**src/rtl/adxl355_reader.sv**
```systemverilog
// adxl355_reader
//   SPI mode-0 burst reader for the ADXL355 XYZ data registers. Each 1-clk
//   drdy pulse seen in IDLE starts one transaction: a read command byte
//   {start_addr[6:0],1} followed by n_data_bytes data bytes. The data bytes
//   are unpacked into three signed 20-bit axis samples.
//
// Ports
//   i_clk        system clock (40 MHz)
//   i_rst_n      asynchronous active-low reset
//   i_clk_drdy   data-ready pulse, 1 clk wide, i_clk domain
//   o_csn        SPI chip select, active low
//   o_sclk       SPI clock, CPOL=0
//   o_mosi       SPI master out
//   i_miso       SPI master in (already synchronous to i_clk)
//   o_x/o_y/o_z  signed 20-bit axis samples, held between valid strobes
//   o_valid      1-clk strobe: axis outputs updated
//   o_busy       high in every state except IDLE
//   o_overrun    1-clk pulse: a drdy arrived outside IDLE and was dropped
module adxl355_reader #(
    parameter int unsigned spi_div      = 4,
    parameter logic [7:0]  start_addr   = 8'h08,
    parameter int unsigned n_data_bytes = 9
) (
    input  logic        i_clk,
    input  logic        i_rst_n,
    input  logic        i_clk_drdy,
    output logic        o_csn,
    output logic        o_sclk,
    output logic        o_mosi,
    input  logic        i_miso,
    output logic [19:0] o_x,
    output logic [19:0] o_y,
    output logic [19:0] o_z,
    output logic        o_valid,
    output logic        o_busy,
    output logic        o_overrun
);

    localparam int unsigned N_BITS = 8 + 8 * n_data_bytes;
    localparam int unsigned DATA_W = 8 * n_data_bytes;
    localparam int unsigned PH_W   = (spi_div > 1) ? $clog2(spi_div) : 1;
    localparam int unsigned BIT_W  = $clog2(N_BITS);

    localparam logic [PH_W-1:0]  PH_LAST  = PH_W'(spi_div - 1);
    localparam logic [BIT_W-1:0] BIT_LAST = BIT_W'(N_BITS - 1);
    localparam logic [BIT_W-1:0] CMD_BITS = BIT_W'(8);
    localparam logic [7:0]       CMD      = {start_addr[6:0], 1'b1};

    localparam logic [2:0] ST_IDLE  = 3'd0;
    localparam logic [2:0] ST_SETUP = 3'd1;
    localparam logic [2:0] ST_SHIFT = 3'd2;
    localparam logic [2:0] ST_HOLD  = 3'd3;
    localparam logic [2:0] ST_DONE  = 3'd4;

    logic [2:0]        state_q,   state_d;
    logic [PH_W-1:0]   ph_q,      ph_d;
    logic              half_q,    half_d;
    logic [BIT_W-1:0]  bit_q,     bit_d;
    logic [DATA_W-1:0] data_sr_q, data_sr_d;
    logic              csn_q,     csn_d;
    logic              sclk_q,    sclk_d;
    logic              mosi_q,    mosi_d;
    logic [19:0]       x_q,       x_d;
    logic [19:0]       y_q,       y_d;
    logic [19:0]       z_q,       z_d;
    logic              valid_q,   valid_d;
    logic              busy_q,    busy_d;
    logic              overrun_q, overrun_d;
    logic              tx_bit;

    always_comb begin
        state_d   = state_q;
        ph_d      = ph_q;
        half_d    = half_q;
        bit_d     = bit_q;
        data_sr_d = data_sr_q;
        x_d       = x_q;
        y_d       = y_q;
        z_d       = z_q;
        overrun_d = i_clk_drdy && (state_q != ST_IDLE);

        case (state_q)
            ST_IDLE: begin
                if (i_clk_drdy) begin
                    state_d   = ST_SETUP;
                    ph_d      = '0;
                    half_d    = 1'b0;
                    bit_d     = '0;
                    data_sr_d = '0;
                end
            end
            ST_SETUP: begin
                if (ph_q == PH_LAST) begin
                    state_d = ST_SHIFT;
                    ph_d    = '0;
                end else begin
                    ph_d = ph_q + 1'b1;
                end
            end
            ST_SHIFT: begin
                // First cycle of the high half: sclk_q is 1 right now, so this
                // is the rising-edge sample. Command-phase bits are discarded.
                if (half_q && (ph_q == '0) && (bit_q >= CMD_BITS)) begin
                    data_sr_d = {data_sr_q[DATA_W-2:0], i_miso};
                end
                if (ph_q == PH_LAST) begin
                    ph_d   = '0;
                    half_d = ~half_q;
                    if (half_q) begin
                        if (bit_q == BIT_LAST) begin
                            state_d = ST_HOLD;
                        end else begin
                            bit_d = bit_q + 1'b1;
                        end
                    end
                end else begin
                    ph_d = ph_q + 1'b1;
                end
            end
            ST_HOLD: begin
                if (ph_q == PH_LAST) begin
                    state_d = ST_DONE;
                end else begin
                    ph_d = ph_q + 1'b1;
                end
            end
            ST_DONE: begin
                state_d = ST_IDLE;
            end
            default: begin
                state_d = ST_IDLE;
            end
        endcase

        // Outputs are registered, so they are derived from the next-state
        // values; this keeps o_sclk/o_csn aligned with the state they belong to.
        tx_bit = (bit_d < CMD_BITS) ? CMD[3'd7 - bit_d[2:0]] : 1'b0;

        csn_d  = !((state_d == ST_SETUP) || (state_d == ST_SHIFT) ||
                   (state_d == ST_HOLD));
        sclk_d = (state_d == ST_SHIFT) && half_d;

        case (state_d)
            ST_SETUP: mosi_d = CMD[7];
            ST_SHIFT: mosi_d = (!half_d && (ph_d == '0)) ? tx_bit : mosi_q;
            default:  mosi_d = 1'b0;
        endcase

        valid_d = (state_d == ST_DONE);
        busy_d  = (state_d != ST_IDLE);

        // Reserved low nibble of every third byte is skipped.
        if (state_d == ST_DONE) begin
            x_d = data_sr_q[DATA_W-1  -: 20];
            y_d = data_sr_q[DATA_W-25 -: 20];
            z_d = data_sr_q[DATA_W-49 -: 20];
        end
    end

    always_ff @(posedge i_clk or negedge i_rst_n) begin
        if (!i_rst_n) begin
            state_q   <= ST_IDLE;
            ph_q      <= '0;
            half_q    <= 1'b0;
            bit_q     <= '0;
            data_sr_q <= '0;
            csn_q     <= 1'b1;
            sclk_q    <= 1'b0;
            mosi_q    <= 1'b0;
            x_q       <= '0;
            y_q       <= '0;
            z_q       <= '0;
            valid_q   <= 1'b0;
            busy_q    <= 1'b0;
            overrun_q <= 1'b0;
        end else begin
            state_q   <= state_d;
            ph_q      <= ph_d;
            half_q    <= half_d;
            bit_q     <= bit_d;
            data_sr_q <= data_sr_d;
            csn_q     <= csn_d;
            sclk_q    <= sclk_d;
            mosi_q    <= mosi_d;
            x_q       <= x_d;
            y_q       <= y_d;
            z_q       <= z_d;
            valid_q   <= valid_d;
            busy_q    <= busy_d;
            overrun_q <= overrun_d;
        end
    end

    assign o_csn     = csn_q;
    assign o_sclk    = sclk_q;
    assign o_mosi    = mosi_q;
    assign o_x       = x_q;
    assign o_y       = y_q;
    assign o_z       = z_q;
    assign o_valid   = valid_q;
    assign o_busy    = busy_q;
    assign o_overrun = overrun_q;

endmodule
```
**config.mk**
```make
export PLATFORM = sky130hd
export DESIGN_NAME = adxl355_reader
export DESIGN_NICKNAME = d
export VERILOG_FILES = /design/src/rtl/adxl355_reader.sv
export SDC_FILE = /design/constraint.sdc
export NUM_CORES = 1
export LEC_CHECK = 0
export ABC_AREA = 1
export ABC_CLOCK_PERIOD_IN_PS = 3600
export CAP_MARGIN = 20
export CORE_MARGIN = 10
export CORE_UTILIZATION = 50
export CTS_BUF_LIST = sky130_fd_sc_hd__clkbuf_8
export CTS_CLUSTER_DIAMETER = 40
export DETAILED_ROUTE_END_ITERATION = 12
export GPL_TIMING_DRIVEN = 0
export HOLD_SLACK_MARGIN = 0.05
export PLACE_DENSITY = 0.78
export SLEW_MARGIN = 10
export SYNTH_ARGS = -nofsm -noshare
export SYNTH_HDL_FRONTEND = slang
export SYNTH_SLANG_ARGS = --single-unit
```
**constraint.sdc**
```tcl
create_clock -name i_clk -period 3.6 [get_ports i_clk]
set_input_delay 1.08 -clock i_clk [delete_from_list [all_inputs] [get_ports i_clk]]
set_output_delay 1.08 -clock i_clk [all_outputs]
set_load 0.01 [all_outputs]
```
# Yosys cells after proc, flatten, opt, wreduce, memory -nomap -nowiden
# Memories as Yosys holds them, arrays and structs flattened.
# Index checks and enable logic that the tools add are counted.
# word_totals
ramBits	0
mem_bits_ro	8
output_inout_bits	66
wordCells	77
in_bits	4
regBits	151
latch_bits	0
mem_count	1
# mem_list
memory	depth	word_bits	rd	rd_ports_with_merged_regs	wr	line	text
(no name shown)	8	1	1	0	0	137	tx_bit = (bit_d < CMD_BITS) ? CMD[3'd7 - bit_d[2:0]] : 1'b0;
# classes
div_mod_pow	0
n_eq_ne	12
n_lt_le_gt_ge	3
n_bitwise	1
n_shift	0
n_mux	26
mul	0
addsub	3
reduce_logical	17
# ops
operator	count
72-bit 2-to-1 mux	2
72-bit case mux with 2 select lines	1
7-bit 2-to-1 mux	4
3-bit 2-to-1 mux	6
7-bit case mux with 2 select lines	1
3-bit by 2-bit == test with 1-bit output, second input constant	4
3-bit case mux with 4 select lines	1
7-bit by 1-bit adder with 7-bit output, second input constant	1
7-bit == test, second input constant	1
7-bit by 4-bit >= comparator with 1-bit output, second input constant	1
7-bit by 4-bit < comparator with 1-bit output, second input constant	1
3-bit by 1-bit == test with 1-bit output, second input constant	2
1-bit 2-to-1 mux	6
2-bit 2-to-1 mux	3
2-bit case mux with 3 select lines	1
3-bit nonzero test	2
1-bit logical AND	5
2-bit zero test	2
3-bit by 4-bit < comparator with 1-bit output, second input constant	1
2-bit inequality test, second input constant	2
3-bit == test, second input constant	1
3-bit zero test	1
3-bit AND reduction	1
3-bit subtractor, first input constant	1
9 further kinds	11

# Longest topological paths before layout
# depth
depth_word	11
mapped_depth	12
mapped_depth_nobuf	12

# Least setup slack after synthesis
# OpenSTA, ideal clock, no wires.
# synth_path
path_kind	input to register
from	in i_clk_drdy
to	reg mosi_q, in the netlist o_mosi
slack_ns	1.757
path_buffers	0
setup_time_ns	0.065
required_time_ns	3.535
arrival_ns	1.779
stages	8
cell_sequence	nand3_4 -> nand2_1 -> nand2_1 -> o21ai_0 -> nand3_1 -> nand2_1 -> nand3_1 -> nand2_1
# synth_via
elab_chain_cells	8
elab_cells_between_ends	20
classes_between	add/sub: 1; order compare: 1; eq/ne: 2; mux: 12; reduce/logical: 3; memory: 1
# synth_rtl
element	line	text
start: declaration	26	input logic i_clk_drdy,
7-bit 2-to-1 mux	84	if (i_clk_drdy) begin
7-bit case mux with 2 select lines	82	case (state_q)
3-bit subtractor	137	
memory read 8 x 1 bit	-	
1-bit 2-to-1 mux (not written as such)	137	
1-bit 2-to-1 mux	137	
1-bit 2-to-1 mux	145	ST_SHIFT: mosi_d = (!half_d && (ph_d == '0)) ? tx_bit : mosi_q;
1-bit 2-to-1 mux	143	case (state_d)
end signal: assignment	184	mosi_q <= mosi_d;
end: declaration	62	logic mosi_q, mosi_d;
# Parallel ways exist; a longest one is shown, timed or not. The select of a mux whose other input is x is not followed.
# A chain may end at the register's enable or synchronous reset.

# Final worst setup path
# layout_path
from	reg csn_q, in the netlist o_csn
to	out o_csn
# layout_lines
element	line	text
start: declaration	60	logic csn_q, csn_d;
start signal: assignment	182	csn_q <= csn_d;
end: declaration	27	output logic o_csn,
# No word-level cell between the ends.

==> flow_metrics.py <==
metrics = {
    "floorplanning": {
        "initial_core_util": 0.5168,
        "io_pins": 70,
        "die_h_um": 131.9,
        "die_area_mm2": 0.01740,
        "die_w_um": 131.9,
        "core_mm2": 0.01211,
        "rows": 40,
    },
    "synth": {
        "ys_types": 29,
        "syn_nets": 681,
        "synth.ff_latch_count": 151,
        "ys_seq_area_frac": 0.6038,
        "syn_area_mm2": 0.006260,
        "synth_warnings": 0,
        "syn_avg_cell_area_um2": 9.329,
        "synthCells": 671,
    },
    "worst_hold_path": {
        "hold_path.class": "reg2reg",
    },
    "finish": {
        "seqCellArea_mm2": 0.003780,
        "layout_commonest_cell": "dfrtp_1",
        "final_cell_mix": "dfrtp_1 (150), nand2_1 (112), o21ai_0 (108)",
        "final_nets": 770,
        "multiInputGateArea_mm2": 0.001901,
        "antenna_cells": 0,
        "drive_above_1_share": 0.09314,
        "syn2layout_area_growth_pct": 21.07,
        "num-fill-cells": 1027,
        "layoutNonFillerInstCount": 941,
    },
    "clock_network": {
        "clockRootBuffer": "clkbuf_8",
        "insertion_delay_ps": 450,
        "cts-htree-levels": 4,
        "cts_buffers": 17,
        "clk_pin_slew_ps": 80,
        "clk_path_buf_depth": 2,
        "hold_buffers": 0,
        "cts.sinks": 151,
        "cts_setup_buffers": 0,
        "cts_resized": 0,
        "tritoncts": "yes",
    },
    "sta": {
        "rsz0062_at_grt": "false",
        "finalCritPeriodShare": 0.7185,
        "hold_ws_ps": 486.2,
        "setup_viol": 0,
        "final_hold_viol_count": 0,
        "setup_tns_ps": 0,
        "clock_skew_ps": 7.422,
        "report.final.slew_viol_count": 0,
        "relSlewSlack": 0.6152,
        "finalCriticalPeriod_ps": 2587,
        "timing.fmax_mhz": 386.6,
        "layout_setup_ws_ps": 1013,
        "worst_pin_slew_ps": 577.2,
    },
    "worst_setup_path": {
        "critPathSlowestCell": "clkdlybuf4s50_1",
        "crit_required_ps": 2520,
        "criticalPathCategory": "reg2out",
        "crit_family": "buffers and inverters",
        "worstPathCellList": "clkdlybuf4s50_1",
        "worst-path-max-fanout": 1,
        "path_buf_inv": 1,
        "cp.arrival_ps": 1510,
        "worstSetupEndpointType": "output port",
        "critPathMaxStageDelay_ps": 530,
        "start_kind": "flop",
    },
    "routing": {
        "drcViolationCount": 0,
        "post_drt_wl_per_cell_um": 14.38,
        "first_pass_iters": 5,
        "vias_per_cell": 5.118,
        "ant_nets": 0,
        "totalWireLength_um": 13530,
        "vias": 4816,
        "drt-initial-drc-count": 447,
    },
    "placement": {
        "io_buffers": 69,
        "finalWeightedCongestion": 0.8449,
        "pre_cts_slack_ps": 950.6,
        "hpwl_um": 9644,
        "placed_cells": 909,
    },
    "power_and_ir_drop": {
        "vdd_drop_max_uv": 206.8,
        "p_leak_uw": 0.003489,
        "power_density_mw_per_mm2": 401.5,
        "power_uw": 3043,
    },
    "global_routing": {
        "grt_use_met3": 0.04954,
        "antenna_found_initial": 0,
        "use_met1": 0.2005,
        "top_usage_layer": "met2",
        "grt_pass1_vias": 4791,
        "gr-total-overflow": 0,
        "grt_max_degree": 90,
        "grt.met2_usage": 0.2532,
        "grtUsageTotal": 0.1605,
        "grt_pass1_wl_um": 23300,
    },
    "run_status": {
        "status": "finished, final reports clean",
    },
    "run": {
        "cap_violations": 0,
    },
}
metal layers:
layer	vias to the layer above	wire length [µm]
met5	-	0
met3	22	730
met2	111	6459
met4	0	244
li1	2354	-
met1	2329	6096
layout make-up:
type / instances / area share
well taps: 168 / 0.02774
multi-input cells: 393 / 0.2508
inverters: 89 / 0.04408
flip-flops and latches: 151 / 0.4988
clock inverters: 14 / 0.01866
clock buffers: 18 / 0.03269
repair buffers: 70 / 0.09493
plain buffers: 38 / 0.03236
sequential cells by signal (all words and copies together) (netlist names):
register	count
data_sr_q	72
o_x	20
o_y	20
o_z	20
bit_q	7
state_q	3
ph_q	2
half_q	1
o_busy	1
o_csn	1
o_mosi	1
o_overrun	1
o_sclk	1
o_valid	1
worst paths after layout:
kind / from / endpoint / slack [ps] / cells after the start
worst max-delay path: o_csn$_DFF_PN1_ / o_csn / 1010 / 1
worst min-delay path: o_y[13]$_DFFE_PN0P_ / o_y[13]$_DFFE_PN0P_ / 490 / 2
worst max register to register: ph_q[0]$_DFF_PN0_ / o_mosi$_DFFE_PN0P_ / 1670 / 9
worst min register to register: o_y[13]$_DFFE_PN0P_ / o_y[13]$_DFFE_PN0P_ / 490 / 2
max in group asynchronous: i_rst_n / o_csn$_DFF_PN1_ / 2160 / 2
min in group asynchronous: i_rst_n / o_x[7]$_DFFE_PN0P_ / 600 / 1
metrics by stage:
stage / util / area, µm²
final: 0.6257 / 7579
after global routing: 0.6257 / 7579
after CTS: 0.6257 / 7579
after detailed placement: 0.5936 / 7189
after global placement: 0.5912 / 7161
after floorplan: - / 6260
synth_stat cells, drive strengths merged:
| library cell | count | area share |
|---|---|---|
| dfrtp | 150 | 0.60 |
| o21ai | 124 | 0.099 |
| nand2 | 114 | 0.070 |
| nand3 | 105 | 0.090 |
| inv | 89 | 0.053 |
| nor2 | 33 | 0.023 |
| buf | 26 | 0.030 |
| clkbuf | 12 | 0.0092 |
| ha | 6 | 0.012 |
| a21oi | 3 | 0.0024 |
| nand4 | 3 | 0.0030 |
| nor3 | 2 | 0.0016 |
| and2 | 1 | 0.0010 |
| dfstp | 1 | 0.0042 |
| o41ai | 1 | 0.0014 |
| or2 | 1 | 0.0010 |
report_power, final:
part           total [µW]  switching [µW]  internal [µW]
clock                1300             612            685
sequential           1700            2.14           1700
combinational        44.9            36.0           8.90
logic make-up after synthesis:
family	Yosys count	synth area share
compound gates	128	0.1029
fa+ha+maj	6	0.01199
buf+inv	127	0.09254
flops	151	0.6038
simple gates	259	0.1887
(Power assumes the default switching activity.)
